[src/rtl/uart_pkg.sv]
// Shared UART register map, arbiter state encoding and device-access payload
// used by the UART TX arbiter slice.
package uart_pkg;

  localparam int unsigned AddrW = 32;
  localparam int unsigned DataW = 32;
  localparam int unsigned ByteW = 8;
  localparam int unsigned BeW   = 4;

  localparam logic [AddrW-1:0] UART_RX_REG     = 32'h0000_0000;
  localparam logic [AddrW-1:0] UART_TX_REG     = 32'h0000_0004;
  localparam logic [AddrW-1:0] UART_STATUS_REG = 32'h0000_0008;

  localparam int unsigned STATUS_TX_FULL_BIT  = 1;
  localparam int unsigned STATUS_RX_EMPTY_BIT = 0;

  typedef enum logic [2:0] {
    IDLE,
    ST_RD,
    ST_WAIT,
    GAP,
    WR,
    WR_WAIT
  } uart_arb_state_t;

  // One single-cycle device access as presented on the bus
  typedef struct packed {
    logic             req;
    logic [AddrW-1:0] addr;
    logic             we;
    logic [BeW-1:0]   be;
    logic [DataW-1:0] wdata;
  } uart_acc_t;

  function automatic uart_acc_t status_read(input logic [AddrW-1:0] base);
    uart_acc_t a;
    a      = '0;
    a.req  = 1'b1;
    a.addr = base + UART_STATUS_REG;
    a.be   = 4'b0001;
    return a;
  endfunction

  function automatic uart_acc_t tx_write(input logic [AddrW-1:0] base,
                                         input logic [ByteW-1:0] b);
    uart_acc_t a;
    a       = '0;
    a.req   = 1'b1;
    a.addr  = base + UART_TX_REG;
    a.we    = 1'b1;
    a.be    = 4'b0001;
    a.wdata = {24'h00_0000, b};
    return a;
  endfunction

endpackage

[src/rtl/uart_tx_arbiter_if.sv]
// UART device port: single-cycle request, response flagged by rvalid.
interface uart_tx_arbiter_if;
  import uart_pkg::*;

  logic             req;
  logic [AddrW-1:0] addr;
  logic             we;
  logic [BeW-1:0]   be;
  logic [DataW-1:0] wdata;
  logic             rvalid;
  logic [DataW-1:0] rdata;

  modport master (output req, addr, we, be, wdata, input rvalid, rdata);
  modport slave  (input req, addr, we, be, wdata, output rvalid, rdata);
endinterface

[src/rtl/uart_tx_arbiter_rr_arbiter.sv]
// Combinational round-robin pick: first asserted request at or after ptr_i,
// wrapping past N-1 back to 0.
module rr_arbiter #(
  parameter  int unsigned N    = 4,
  localparam int unsigned IdxW = (N > 1) ? $clog2(N) : 1
) (
  input  logic [N-1:0]    req_i,
  input  logic [IdxW-1:0] ptr_i,
  output logic [N-1:0]    gnt_o,
  output logic [IdxW-1:0] idx_o,
  output logic            valid_o
);

  logic [IdxW-1:0] j;

  always_comb begin
    gnt_o   = '0;
    idx_o   = '0;
    valid_o = 1'b0;
    j       = '0;
    for (int unsigned k = 0; k < N; k++) begin
      j = IdxW'((32'(ptr_i) + k) % N);
      if (!valid_o && req_i[j]) begin
        valid_o  = 1'b1;
        gnt_o[j] = 1'b1;
        idx_o    = j;
      end
    end
  end

endmodule

[src/rtl/uart_tx_arbiter.sv]
// Round-robin arbiter sharing the UART TX register between NumReq byte producers;
// each accepted byte polls STATUS until the TX FIFO has room, then is written.
module uart_tx_arbiter
  import uart_pkg::*;
#(
  parameter  int unsigned      NumReq   = 4,
  parameter  logic [AddrW-1:0] BaseAddr = 32'h0,
  parameter  int unsigned      PollGap  = 8,
  localparam int unsigned      IdxW     = $clog2(NumReq),
  localparam int unsigned      CntW     = $clog2(PollGap + 1)
) (
  input  logic                    clk_i,
  input  logic                    rst_ni,
  input  logic [NumReq-1:0]       req_valid_i,
  input  logic [NumReq*ByteW-1:0] req_data_i,
  output logic [NumReq-1:0]       req_ready_o,
  uart_tx_arbiter_if.master       uart,
  output logic                    busy_o,
  output logic [IdxW-1:0]         grant_idx_o
);

  uart_arb_state_t state_q;
  logic [IdxW-1:0] ptr_q, gidx_q, gnt_idx, ptr_next;
  logic [NumReq-1:0] gnt;
  logic            gnt_valid;
  logic [ByteW-1:0] byte_q, gnt_byte;
  logic [CntW-1:0] cnt_q;
  uart_acc_t       acc_q;
  logic            busy_q;
  logic            unused_rdata;

  rr_arbiter #(.N(NumReq)) u_rr (
    .req_i   (req_valid_i),
    .ptr_i   (ptr_q),
    .gnt_o   (gnt),
    .idx_o   (gnt_idx),
    .valid_o (gnt_valid)
  );

  assign gnt_byte = req_data_i[{gnt_idx, 3'b000} +: ByteW];
  assign ptr_next = (gnt_idx == IdxW'(NumReq - 1)) ? '0 : gnt_idx + IdxW'(1);

  // The handshake must land in the same cycle the arbiter decides, so ready is a decode
  assign req_ready_o = (state_q == IDLE) ? gnt : '0;

  always_ff @(posedge clk_i or negedge rst_ni) begin
    if (!rst_ni) begin
      state_q <= IDLE;
      ptr_q   <= '0;
      gidx_q  <= '0;
      byte_q  <= '0;
      cnt_q   <= '0;
      acc_q   <= '0;
      busy_q  <= 1'b0;
    end else begin
      acc_q <= '0;
      unique case (state_q)
        IDLE: begin
          if (gnt_valid) begin
            byte_q  <= gnt_byte;
            gidx_q  <= gnt_idx;
            ptr_q   <= ptr_next;
            busy_q  <= 1'b1;
            acc_q   <= status_read(BaseAddr);
            state_q <= ST_RD;
          end
        end
        ST_RD: state_q <= ST_WAIT;
        ST_WAIT: begin
          if (uart.rvalid) begin
            if (uart.rdata[STATUS_TX_FULL_BIT]) begin
              cnt_q   <= CntW'(PollGap - 1);
              state_q <= GAP;
            end else begin
              acc_q   <= tx_write(BaseAddr, byte_q);
              state_q <= WR;
            end
          end
        end
        GAP: begin
          if (cnt_q == '0) begin
            acc_q   <= status_read(BaseAddr);
            state_q <= ST_RD;
          end else begin
            cnt_q <= cnt_q - CntW'(1);
          end
        end
        WR: state_q <= WR_WAIT;
        WR_WAIT: begin
          if (uart.rvalid) begin
            busy_q  <= 1'b0;
            state_q <= IDLE;
          end
        end
        default: begin
          busy_q  <= 1'b0;
          state_q <= IDLE;
        end
      endcase
    end
  end

  assign uart.req     = acc_q.req;
  assign uart.addr    = acc_q.addr;
  assign uart.we      = acc_q.we;
  assign uart.be      = acc_q.be;
  assign uart.wdata   = acc_q.wdata;
  assign busy_o       = busy_q;
  assign grant_idx_o  = gidx_q;
  assign unused_rdata = ^uart.rdata;

endmodule

[src/flat_wrapper.sv]
// flat-port wrapper written by rule: the top's interface ports become plain ports
module uart_tx_arbiter_flat import uart_pkg::*;
#(
  parameter  int unsigned      NumReq   = 4,
  parameter  logic [AddrW-1:0] BaseAddr = 32'h0,
  parameter  int unsigned      PollGap  = 8,
  localparam int unsigned      IdxW     = $clog2(NumReq),
  localparam int unsigned      CntW     = $clog2(PollGap + 1)
)
  (clk_i, rst_ni, req_valid_i, req_data_i, req_ready_o, busy_o, grant_idx_o, uart_req, uart_addr, uart_we, uart_be, uart_wdata, uart_rvalid, uart_rdata);
  uart_tx_arbiter_if uart_i ();
  input  logic clk_i;
  input  logic rst_ni;
  input  logic [NumReq-1:0] req_valid_i;
  input  logic [NumReq*ByteW-1:0] req_data_i;
  output logic [NumReq-1:0] req_ready_o;
  output logic busy_o;
  output logic [IdxW-1:0] grant_idx_o;
  output wire logic [$bits(uart_i.req)-1:0] uart_req;
  output wire logic [$bits(uart_i.addr)-1:0] uart_addr;
  output wire logic [$bits(uart_i.we)-1:0] uart_we;
  output wire logic [$bits(uart_i.be)-1:0] uart_be;
  output wire logic [$bits(uart_i.wdata)-1:0] uart_wdata;
  input wire logic [$bits(uart_i.rvalid)-1:0] uart_rvalid;
  input wire logic [$bits(uart_i.rdata)-1:0] uart_rdata;
  assign uart_req = uart_i.req;
  assign uart_addr = uart_i.addr;
  assign uart_we = uart_i.we;
  assign uart_be = uart_i.be;
  assign uart_wdata = uart_i.wdata;
  assign uart_i.rvalid = uart_rvalid;
  assign uart_i.rdata = uart_rdata;
  uart_tx_arbiter #(.NumReq(NumReq), .BaseAddr(BaseAddr), .PollGap(PollGap)) u_core (.clk_i(clk_i), .rst_ni(rst_ni), .req_valid_i(req_valid_i), .req_data_i(req_data_i), .req_ready_o(req_ready_o), .uart(uart_i), .busy_o(busy_o), .grant_idx_o(grant_idx_o));
endmodule
[config.mk]
export PLATFORM = sky130hd
export DESIGN_NAME = uart_tx_arbiter_flat
export DESIGN_NICKNAME = d
export VERILOG_FILES = /design/src/rtl/uart_pkg.sv /design/src/rtl/uart_tx_arbiter_if.sv /design/src/rtl/uart_tx_arbiter_rr_arbiter.sv /design/src/rtl/uart_tx_arbiter.sv /design/src/flat_wrapper.sv
export SDC_FILE = /design/constraint.sdc
export NUM_CORES = 1
export LEC_CHECK = 0
export CAP_MARGIN = 30
export CORE_AREA = 4 4 70 72
export DETAILED_ROUTE_END_ITERATION = 10
export DIE_AREA = 0 0 74 76
export DONT_BUFFER_PORTS = 1
export GPL_TIMING_DRIVEN = 0
export PLACE_DENSITY_LB_ADDON = 0.05
export SLEW_MARGIN = 20
export SYNTH_ARGS = -nofsm -noshare
export SYNTH_HDL_FRONTEND = slang
export SYNTH_SLANG_ARGS = --single-unit
[constraint.sdc]
create_clock -name clk_i -period 2.9 [get_ports clk_i]
set_input_delay 0.58 -clock clk_i [delete_from_list [all_inputs] [get_ports clk_i]]
set_output_delay 0.58 -clock clk_i [all_outputs]
set_load 0.02 [all_outputs]
==> results.toml, run 1 <==
[floorplan]
die_area_um2 = 5620
die_w_um = 74
die_y_um = 76
start_util_pct = 56.4
placementRows = 24
coreArea_um2 = 4290
pin_count = 148

[worst_setup_path]
crit_arrival_ps = 2560
crit_fanout = 5
crit_chain = "buf_8, clkinvlp_4, ha_4, mux4_2, nor2b_4, a22oi_2, nor2_2, a221oi_2, nor2_2"
critPathLaunch = "u_core.ptr_q[0]"
worst_setup_path_start_kind = "flop"
crit_path_frequent_cell = "nor2_2"
critPathKind = "reg2out"
cpMaxStageDelayCell = "mux4_2"
worstPathRequired_ps = 2320
worst_setup_path_end_kind = "primary output"
cpPeakStageDelay_ps = 620
rr_startpoint = "u_core.ptr_q[0]"

[synth]
yosysTopAreaCellShare_pct = 32.1
yosysSeqAreaShare_pct = 32.1
synth_mux_area_share_pct = 6.98
syn_area_um2 = 2420
netlist_instances = 258
synth_area_leaders = "dfrtp_1 32%, buf_4 18%, ha_1 5.2%, a211oi_1 5.0%, nor2_1 4.3%"
synthArstFlopShare_pct = 100
synth_cell_types = 42
synth_area_per_cell_um2 = 9.38
synth_top_family_by_area = "buffers and inverters"
synth_compound_area_share_pct = 17.0
ys_warn_count = 0
synth-seq-cells = 31
yosys_most_used_dff = "dfrtp_1"
synth_adder_area_share_pct = 5.17
synth_edf_count = 0
synth-xor-area-share_pct = 1.09
yosys.area.top_type = "dfrtp_1"
synth-simple-area-share_pct = 14.6

[global_routing]
track_usage_pct = 17.9
grt_pass1_wl_um = 8060
grt_antenna_before_repair = 0
grt-ovfl-total = 0
grt_max_degree = 32
grt_pass1_vias = 1735

[drt]
vias_per_cell = 4.80
top_layer_used = "met4"
drt_pass1_iterations = 4
ant_nets = 0
drtIter0Drc = 60
wl_per_cell_um = 13.2
drcViolationCount = 0
wl_um = 5090
met2_length_um = 2430
vias = 1849
drt-met1-wl_um = 1940
wl_met3_um = 631

[placed_design]
placed_cells = 366
dp_slack_ps = -270
place.gp.congestion = 0.739
dp_hpwl_um = 3850
place_area_um2 = 2720
io_buffers = 0

[pwr]
irDropWorstVdd_mv = 0.587
power_leakage_nw = 1.50
power_density_nw_per_um2 = 1050

[sta]
finalHoldViolCount = 0
skew_ps = 3.34
slew_headroom_pct = 43.7
finalSetupViolations = 4
max_freq_mhz = 318
fin_ws_ps = -240
worst_pin_slew_ps = 836
fin_crit_sh_pct = 108
grt_setup_unrepaired = "yes"
maxSlewViolCount = 0
layout_min_cycle_time_ps = 3140

[clocking]
clk_pin_slew_ps = 60
cts.htree.levels = 2
cts_tree = "done"
clock_latency_ps = 280
cts_buffer_depth = 2
cts-root-buf = "clkbuf_8"
cts_num_sinks = 31
numCtsBuffers = 5

[finish]
final_area_um2 = 3050
postLayoutCoreUtil_pct = 71.1
stdcell_count = 385
drive_gt1_share_pct = 35.1
n_antenna_cell = 0
multi_input_area_um2 = 1420
syn2layout_area_growth_pct = 26.2
regArea_um2 = 778
nFillCells = 347
layout.nets = 413

[worst_hold_path]
hp-class = "in2async"

[run_status]
status = "complete, but fails checks"
violations = "negative setup slack"

[flow_run]
drv_cap = 0
-- area by class of cell --
class	count	area share, %
well taps	52	2.13
plain buffers	70	17.6
flip-flops and latches	31	25.5
repair buffers	12	3.40
clock inverters	2	1.15
clock buffers	6	2.70
inverters	7	0.984
multi-input cells	205	46.6
-- layer usage --
| layer | vias to the layer above | track usage, % |
|---|---|---|
| met5 | - | 0 |
| met4 | 0 | 5.25 |
| met3 | 12 | 7.65 |
| met2 | 92 | 29.1 |
| met1 | 818 | 21.2 |
| li1 | 927 | - |
-- state kept, by name (all words and copies together) (netlist names) --
name,cells
u_core.byte_q,8
u_core.uart.wdata,8
u_core.cnt_q,4
u_core.state_q,3
u_core.grant_idx_o,2
u_core.ptr_q,2
u_core.uart.addr,2
u_core.busy_o,1
u_core.uart.req,1
-- kinds of logic after synthesis --
family	Yosys count
AO/OA/AOI/OAI	56
XOR/XNOR	3
adder cells (fa/ha/maj)	10
buffers and inverters	78
flip-flops	31
multiplexers	13
other	1
AND/OR/NAND/NOR	66
-- cells in the final DEF, fill, tap and decap left out, types with 2 or more instances in the layout --
cell / synthesis / final
a221oi_2: 0 / 4
buf_6: 1 / 2
o22ai_1: 2 / 2
inv_1: 7 / 6
o21ai_0: 3 / 3
a22oi_1: 5 / 3
nor2_2: 0 / 5
buf_4: 59 / 68
nor2b_4: 2 / 2
conb_1: 1 / 57
a221oi_1: 6 / 2
nand2b_1: 5 / 5
and2_1: 9 / 9
buf_12: 2 / 3
a211oi_1: 16 / 9
nand2_1: 4 / 4
a211oi_2: 0 / 6
a21oi_1: 9 / 9
clkbuf_1: 8 / 6
a21boi_0: 8 / 8
xnor2_1: 3 / 3
a22oi_2: 0 / 2
mux2i_1: 9 / 9
ha_1: 10 / 9
nor3b_1: 4 / 3
nor2_1: 28 / 23
nor3_1: 3 / 3
nor2b_1: 4 / 4
mux4_2: 3 / 3
dfrtp_1: 31 / 29
clkbuf_8: 0 / 6
dfrtp_2: 0 / 2
-- stage by stage --
| stage | total power, W | hold slack, ps | setup TNS, ps |
|---|---|---|---|
| floorplan | 0.00215 | 284 | 0 |
| global placement | 0.00237 | 285 | -2100 |
| detailed placement | 0.00240 | 285 | -2630 |
| CTS | 0.00304 | 116 | -652 |
| global route | 0.00342 | 117 | -1760 |
| finish | 0.00320 | 114 | -886 |
-- power by group --
part / switching, W / total, W / internal [W]
clock: 0.000154 / 0.000431 / 0.000277
combinational: 0.00108 / 0.00201 / 0.000937
sequential: 0.000157 / 0.000753 / 0.000597
-- worst max-delay path, delay by kind of cell (launching register included) --
kind	cells	cell delay, ps
and+or+nand+nor	3	630
muxes	1	620
DFF	1	400
adders and majority gates	1	280
buffers and inverters	2	200
AOI/OAI and AO/OA	2	150
-- final timing paths --
path | end | depth (start not counted) | slack, ps
min in group clk_i | u_core.uart.wdata[1] | 1 | 490
worst min-delay path | u_core.cnt_q[2] | 1 | 110
worst min register to register | u_core.uart.wdata[1] | 1 | 490
max in group asynchronous | u_core.ptr_q[0] | 1 | 2610
worst max-delay path | req_ready_o[2] | 9 | -240
worst max register to register | u_core.byte_q[5] | 12 | 10
-- Yosys cell counts, types with 5 or more instances --
master,instances
inv_1,7
clkbuf_1,8
nor2_1,28
and2_1,9
mux2i_1,9
buf_4,59
a22oi_1,5
nand2b_1,5
a221oi_1,6
ha_1,10
a211oi_1,16
a21oi_1,9
dfrtp_1,31
a21boi_0,8
-- what timing repair did --
| item | CTS | global route |
|---|---|---|
| hold buffers | 1 | 0 |
| endpoints found under the hold margin | 31 | 0 |
| setup buffers | 9 | 1 |
| pin swaps | 2 | 6 |
| gates resized for setup | 10 | 14 |
| setup endpoints to repair | 12 | 12 |
(Power assumes the default switching activity.)
==> run 2, diff against run 1 <==
--- a/config.mk
+++ b/config.mk
@@ -6,9 +6,9 @@
 export NUM_CORES = 1
 export LEC_CHECK = 0
 export CAP_MARGIN = 30
-export CORE_AREA = 4 4 70 72
+export CORE_AREA = 4 4 104 106
 export DETAILED_ROUTE_END_ITERATION = 10
-export DIE_AREA = 0 0 74 76
+export DIE_AREA = 0 0 108 110
 export DONT_BUFFER_PORTS = 1
 export GPL_TIMING_DRIVEN = 0
 export PLACE_DENSITY_LB_ADDON = 0.05
==> run 2 against run 1 <==
The run still ends with negative setup slack left. Worst setup slack improved by 75 ps. Count of clock-buffer cells in the layout increased by 1. Flip-flop and latch count unchanged. Wire length increased by 19%. Clock skew increased by 2.8 ps. Critical path type unchanged. Largest cell class unchanged. Highest routed layer unchanged.
==> results.toml, run 2 (synthesis gave the netlist of run 1 again) <==
[finish]
regArea_um2 = 778
stdcell_count = 469
nFillCells = 1014
multi_input_area_um2 = 1480
n_antenna_cell = 0
final_common_cell = "buf_4"
final_area_um2 = 3200
layout_common_cells = "72 x buf_4, 57 x conb_1, 29 x dfrtp_1, 23 x nor2_1"
drive_gt1_share_pct = 36.3
syn2layout_area_growth_pct = 32.4
layout.nets = 417

[drt]
vias = 1855
wl_per_cell_um = 13.0
drtIter0Drc = 40
wl_um = 6080
vias_per_cell = 3.96
ant_nets = 0
drcViolationCount = 0
drt_pass1_iterations = 4

[placed_design]
io_buffers = 0
dp_hpwl_um = 4690
place.gp.congestion = 0.727
placed_cells = 448
place_area_um2 = 2830

[sta]
slew_headroom_pct = 39.8
grt_setup_unrepaired = "yes"
layout_min_cycle_time_ps = 3060
finalHoldViolCount = 0
max_freq_mhz = 326
finalSetupViolations = 11
fin_ws_ps = -165
worst_pin_slew_ps = 895
maxSlewViolCount = 0
fin_crit_sh_pct = 106
skew_ps = 6.15

[worst_setup_path]
cp_top_family = "multiplexers"
worstPathRequired_ps = 2320
worst_setup_path_start_kind = "flop"
worst_setup_path_end_kind = "primary output"
reg2reg_depth = 13
cpMaxStageDelayCell = "mux4_2"
critPathBufInv = 2
crit_fanout = 7
crit_arrival_ps = 2480
rr_startpoint = "u_core.ptr_q[0]"
cpPeakStageDelay_ps = 620
r2r_slack_ps = -90
timing.rr.end = "u_core.byte_q[5]"
crit_chain = "buf_8, clkinvlp_4, ha_4, mux4_2, nor2b_4, a22oi_1, nor2_1, a221oi_2, nor2_2"
critPathKind = "reg2out"

[floorplan]
placementRows = 36
die_area_um2 = 11900
coreArea_um2 = 9770
die_y_um = 110
die_w_um = 108
start_util_pct = 24.8
pin_count = 148

[global_routing]
grt-ovfl-total = 0
grt_pass1_wl_um = 9340
grt_max_degree = 32
grt_pass1_vias = 1787
track_usage_pct = 9.99
grt_antenna_before_repair = 0

[pwr]
power_density_nw_per_um2 = 1020
power_leakage_nw = 1.50
irDropWorstVdd_mv = 0.403

[clocking]
cts.htree.levels = 2
cts-root-buf = "clkbuf_8"
cts_tree = "done"
numCtsBuffers = 5
cts_buffer_depth = 2
cts_num_sinks = 31
clk_pin_slew_ps = 70
clock_latency_ps = 280

[worst_hold_path]
hp-class = "in2async"

[flow_run]
drv_cap = 0

[run_status]
status = "complete, but fails checks"
violations = "negative setup slack"
==> run 2: changes by cell type in the layout (fill, tap and decap cells not counted), sizes merged <==
cell and delta:
clkinv -1, clkbuf +2, buf +3, bufinv -1
==> run 2: metal layers <==
metal	up-vias	GRT usage, %	share of wire [%]
met5	-	0	0
met4	0	3.16	1.1
met3	5	3.96	9.4
met2	81	15.2	47
met1	845	13.0	43
li1	924	-	-
==> run 2: timing repair <==
| item | CTS | global route |
|---|---|---|
| pin swaps | 4 | 11 |
| buffers inserted | 8 | 5 |
| endpoints found under the hold margin | 31 | 0 |
| hold buffers | 1 | 0 |
| endpoints found under the setup margin | 12 | 12 |
| gates resized for setup | 19 | 17 |
==> run 2: through the flow <==
step / power, W / hold slack (ps) / setup TNS [ps] / setup WS, ps / utilization, %
floorplan: 0.00215 / 284 / 0 / 12.5 / -
global placement: 0.00246 / 286 / -3670 / -371 / 28.9
detailed placement: 0.00247 / 286 / -3220 / -309 / 28.9
CTS: 0.00308 / 121 / -664 / -170 / 31.5
global route: 0.00352 / 118 / -2310 / -290 / 32.8
finish: 0.00325 / 114 / -938 / -165 / 32.8
==> run 2: final cells by class <==
type                            count  area share, %
Timing Repair Buffer               15           3.83
Clock buffer                        7           2.38
Multi-Input combinational cell    205           46.2
Tap cell                          133           5.20
Buffer                             71           17.2
Sequential cell                    31           24.3
Inverter                            7          0.938
==> run 2: worst max-delay path by stage <==
stage	to	start	slack (ps)	cells past startpoint
6_report	req_ready_o[0]	u_core.ptr_q[0]	-160	9
5_1_grt	req_ready_o[1]	u_core.ptr_q[0]	-290	8
4_1_cts	req_ready_o[1]	u_core.ptr_q[0]	-170	7
3_5_place_dp	u_core.byte_q[5]	u_core.ptr_q[0]	-310	11
3_3_place_gp	u_core.byte_q[6]	u_core.ptr_q[0]	-370	11
2_1_floorplan	req_ready_o[0]	u_core.ptr_q[0]	10	9
==> run 2: report_power, final <==
group	switching (W)	internal (W)	leakage, nW
Clock	0.000154	0.000165	0.0383
Sequential	0.000151	0.000596	0.374
Combinational	0.00117	0.00101	1.09
==> run 3, diff against run 2 <==
--- a/config.mk
+++ b/config.mk
@@ -6,6 +6,8 @@
 export NUM_CORES = 1
 export LEC_CHECK = 0
 export CAP_MARGIN = 30
+export CELL_PAD_IN_SITES_DETAIL_PLACEMENT = 1
+export CELL_PAD_IN_SITES_GLOBAL_PLACEMENT = 2
 export CORE_AREA = 4 4 104 106
 export DETAILED_ROUTE_END_ITERATION = 10
 export DIE_AREA = 0 0 108 110
==> run 3 against run 2 <==
The run still ends with negative setup slack left. Clock skew rose by 1.5 ps. Design area fell by 2.5%. Die area did not move. Sequential power fell by 0.8%. Wire length rose by 3.7%. First-iteration DRC count fell by 13%. Combinational power fell by 8%. Critical endpoint is now req_ready_o[3]. Largest power group unchanged.
==> results.toml, run 3 (synthesis gave the netlist of run 1 again) <==
[worst_hold_path]
hp-class = "in2async"

[sta]
worst_pin_slew_ps = 759
slew_headroom_pct = 48.9
skew_ps = 7.64
fin_ws_ps = -207
hold_slack_ps = 121
fin_crit_sh_pct = 107
finalHoldViolCount = 0
max_freq_mhz = 322
grt_setup_unrepaired = "yes"
finalSetupViolations = 10
maxSlewViolCount = 0
layout_min_cycle_time_ps = 3110

[floorplan]
die_y_um = 110
start_util_pct = 24.8
pin_count = 148
die_w_um = 108
placementRows = 36
die_area_um2 = 11900
coreArea_um2 = 9770

[pwr]
irDropWorstVdd_mv = 0.345
p_sw_w = 0.00139
power_leakage_nw = 1.50
p_clk_share_pct = 13.8
p_seq_share_pct = 23.2
pwr-share-comb_pct = 63.1
power_density_nw_per_um2 = 1020
swShare_pct = 43.5
p_int_w = 0.00180

[finish]
final_area_um2 = 3120
syn2layout_area_growth_pct = 29.0
drive_gt1_share_pct = 33.3
stdcell_count = 466
postLayoutCoreUtil_pct = 31.9
n_antenna_cell = 0
regArea_um2 = 777
nFillCells = 1184
layout.nets = 413
multi_input_area_um2 = 1370
layout_common_cells = "67 x buf_4, 57 x conb_1, 30 x dfrtp_1, 23 x nor2_1, 13 x a211oi_1"
final_common_cell = "buf_4"

[clocking]
cts_num_sinks = 31
cts_buffer_depth = 2
clk_pin_slew_ps = 70
cts.htree.levels = 2
cts_tree = "done"
cts-root-buf = "clkbuf_8"
clock_latency_ps = 280
numCtsBuffers = 5

[drt]
vias_per_cell = 4.07
wl_per_cell_um = 13.5
vias = 1898
ant_nets = 0
drtIter0Drc = 35
drcViolationCount = 0
drt_pass1_iterations = 4
wl_um = 6300

[worst_setup_path]
critPathKind = "reg2out"
reg2reg_depth = 11
crit_arrival_ps = 2530
critPathLaunch = "u_core.ptr_q[0]"
worstPathRequired_ps = 2320
timing.rr.end = "u_core.byte_q[4]"
r2r_slack_ps = -100
crit_fanout = 7
worst_setup_path_start_kind = "flop"
worst_setup_path_end_kind = "primary output"
timing.critical_path.to = "req_ready_o[3]"
rr_startpoint = "u_core.ptr_q[0]"

[global_routing]
grt_max_degree = 32
grt_antenna_before_repair = 0
track_usage_pct = 10.8
grt-ovfl-total = 0
grt_pass1_vias = 2030
grt_pass1_wl_um = 10100

[placed_design]
place_area_um2 = 2830
placed_cells = 448
dp_hpwl_um = 5000
io_buffers = 0
dp_slack_ps = -376
place.gp.congestion = 0.705

[run_status]
status = "complete, but fails checks"
violations = "negative setup slack"

[flow_run]
drv_cap = 0
-- run 3: cell types whose count changed in the layout (fill, tap and decap cells not counted), moves of 2 or more --
cell,change
buf_4,-5
a21boi_1,-2
clkbuf_1,-2
a21boi_0,+2
a211oi_1,+7
a211oi_4,-6
-- run 3: final cells by class --
class,count,area share [%]
multi-input combinational,205,44.0
tap,133,5.33
clock inverter,2,1.12
timing repair buffer,11,3.37
buffer,71,17.7
inverter,7,0.962
sequential,31,24.9
clock buffer,6,2.65
-- run 3: what timing repair did --
item	in CTS	in global routing
buffers inserted	7	2
setup endpoints to repair	12	12
endpoints found under the hold margin	31	0
hold buffers	1	0
resized for setup	11	7
pin swaps	2	2
-- run 3: critical path, stage by stage, from the launching register on --
cell	delay, ps
dfrtp_2	390
buf_8	100
clkinvlp_4	90
ha_4	280
mux4_2	630
nor2b_4	230
a22oi_1	110
nor2_1	140
a221oi_2	50
nor2_2	220
-- run 3: worst min path at each step --
stage | startpoint | endpoint
2_1_floorplan | rst_ni | u_core.busy_o
3_3_place_gp | rst_ni | u_core.busy_o
3_5_place_dp | rst_ni | u_core.busy_o
4_1_cts | rst_ni | u_core.state_q[0]
5_1_grt | rst_ni | u_core.ptr_q[0]
6_report | rst_ni | u_core.ptr_q[0]
-- run 3: power by group through the flow --
stage	Combinational [W]	Clock (W)	Sequential (W)
detailed placement	0.00171	0	0.000777
global placement	0.00172	0	0.000775
finish	0.00201	0.000439	0.000741
floorplan	0.00141	0	0.000735
CTS	0.00194	0.000457	0.000744
global route	0.00223	0.000475	0.000764
-- run 3: stage by stage --
stage / TNS (ps) / total power (W)
6_report: -1020 / 0.00319
5_1_grt: -2760 / 0.00347
4_1_cts: -1100 / 0.00314
3_5_place_dp: -4050 / 0.00249
3_3_place_gp: -4320 / 0.00249
2_1_floorplan: 0 / 0.00215
-- run 3: routing by layer --
metal	vias to the layer above	wire, um	share of wire [%]	global-route usage, %
met1	887	3070	49	15.7
met4	0	45	0.71	2.98
li1	927	-	-	-
met2	82	2750	44	15.8
met5	-	0	0	0
met3	2	437	6.9	2.85
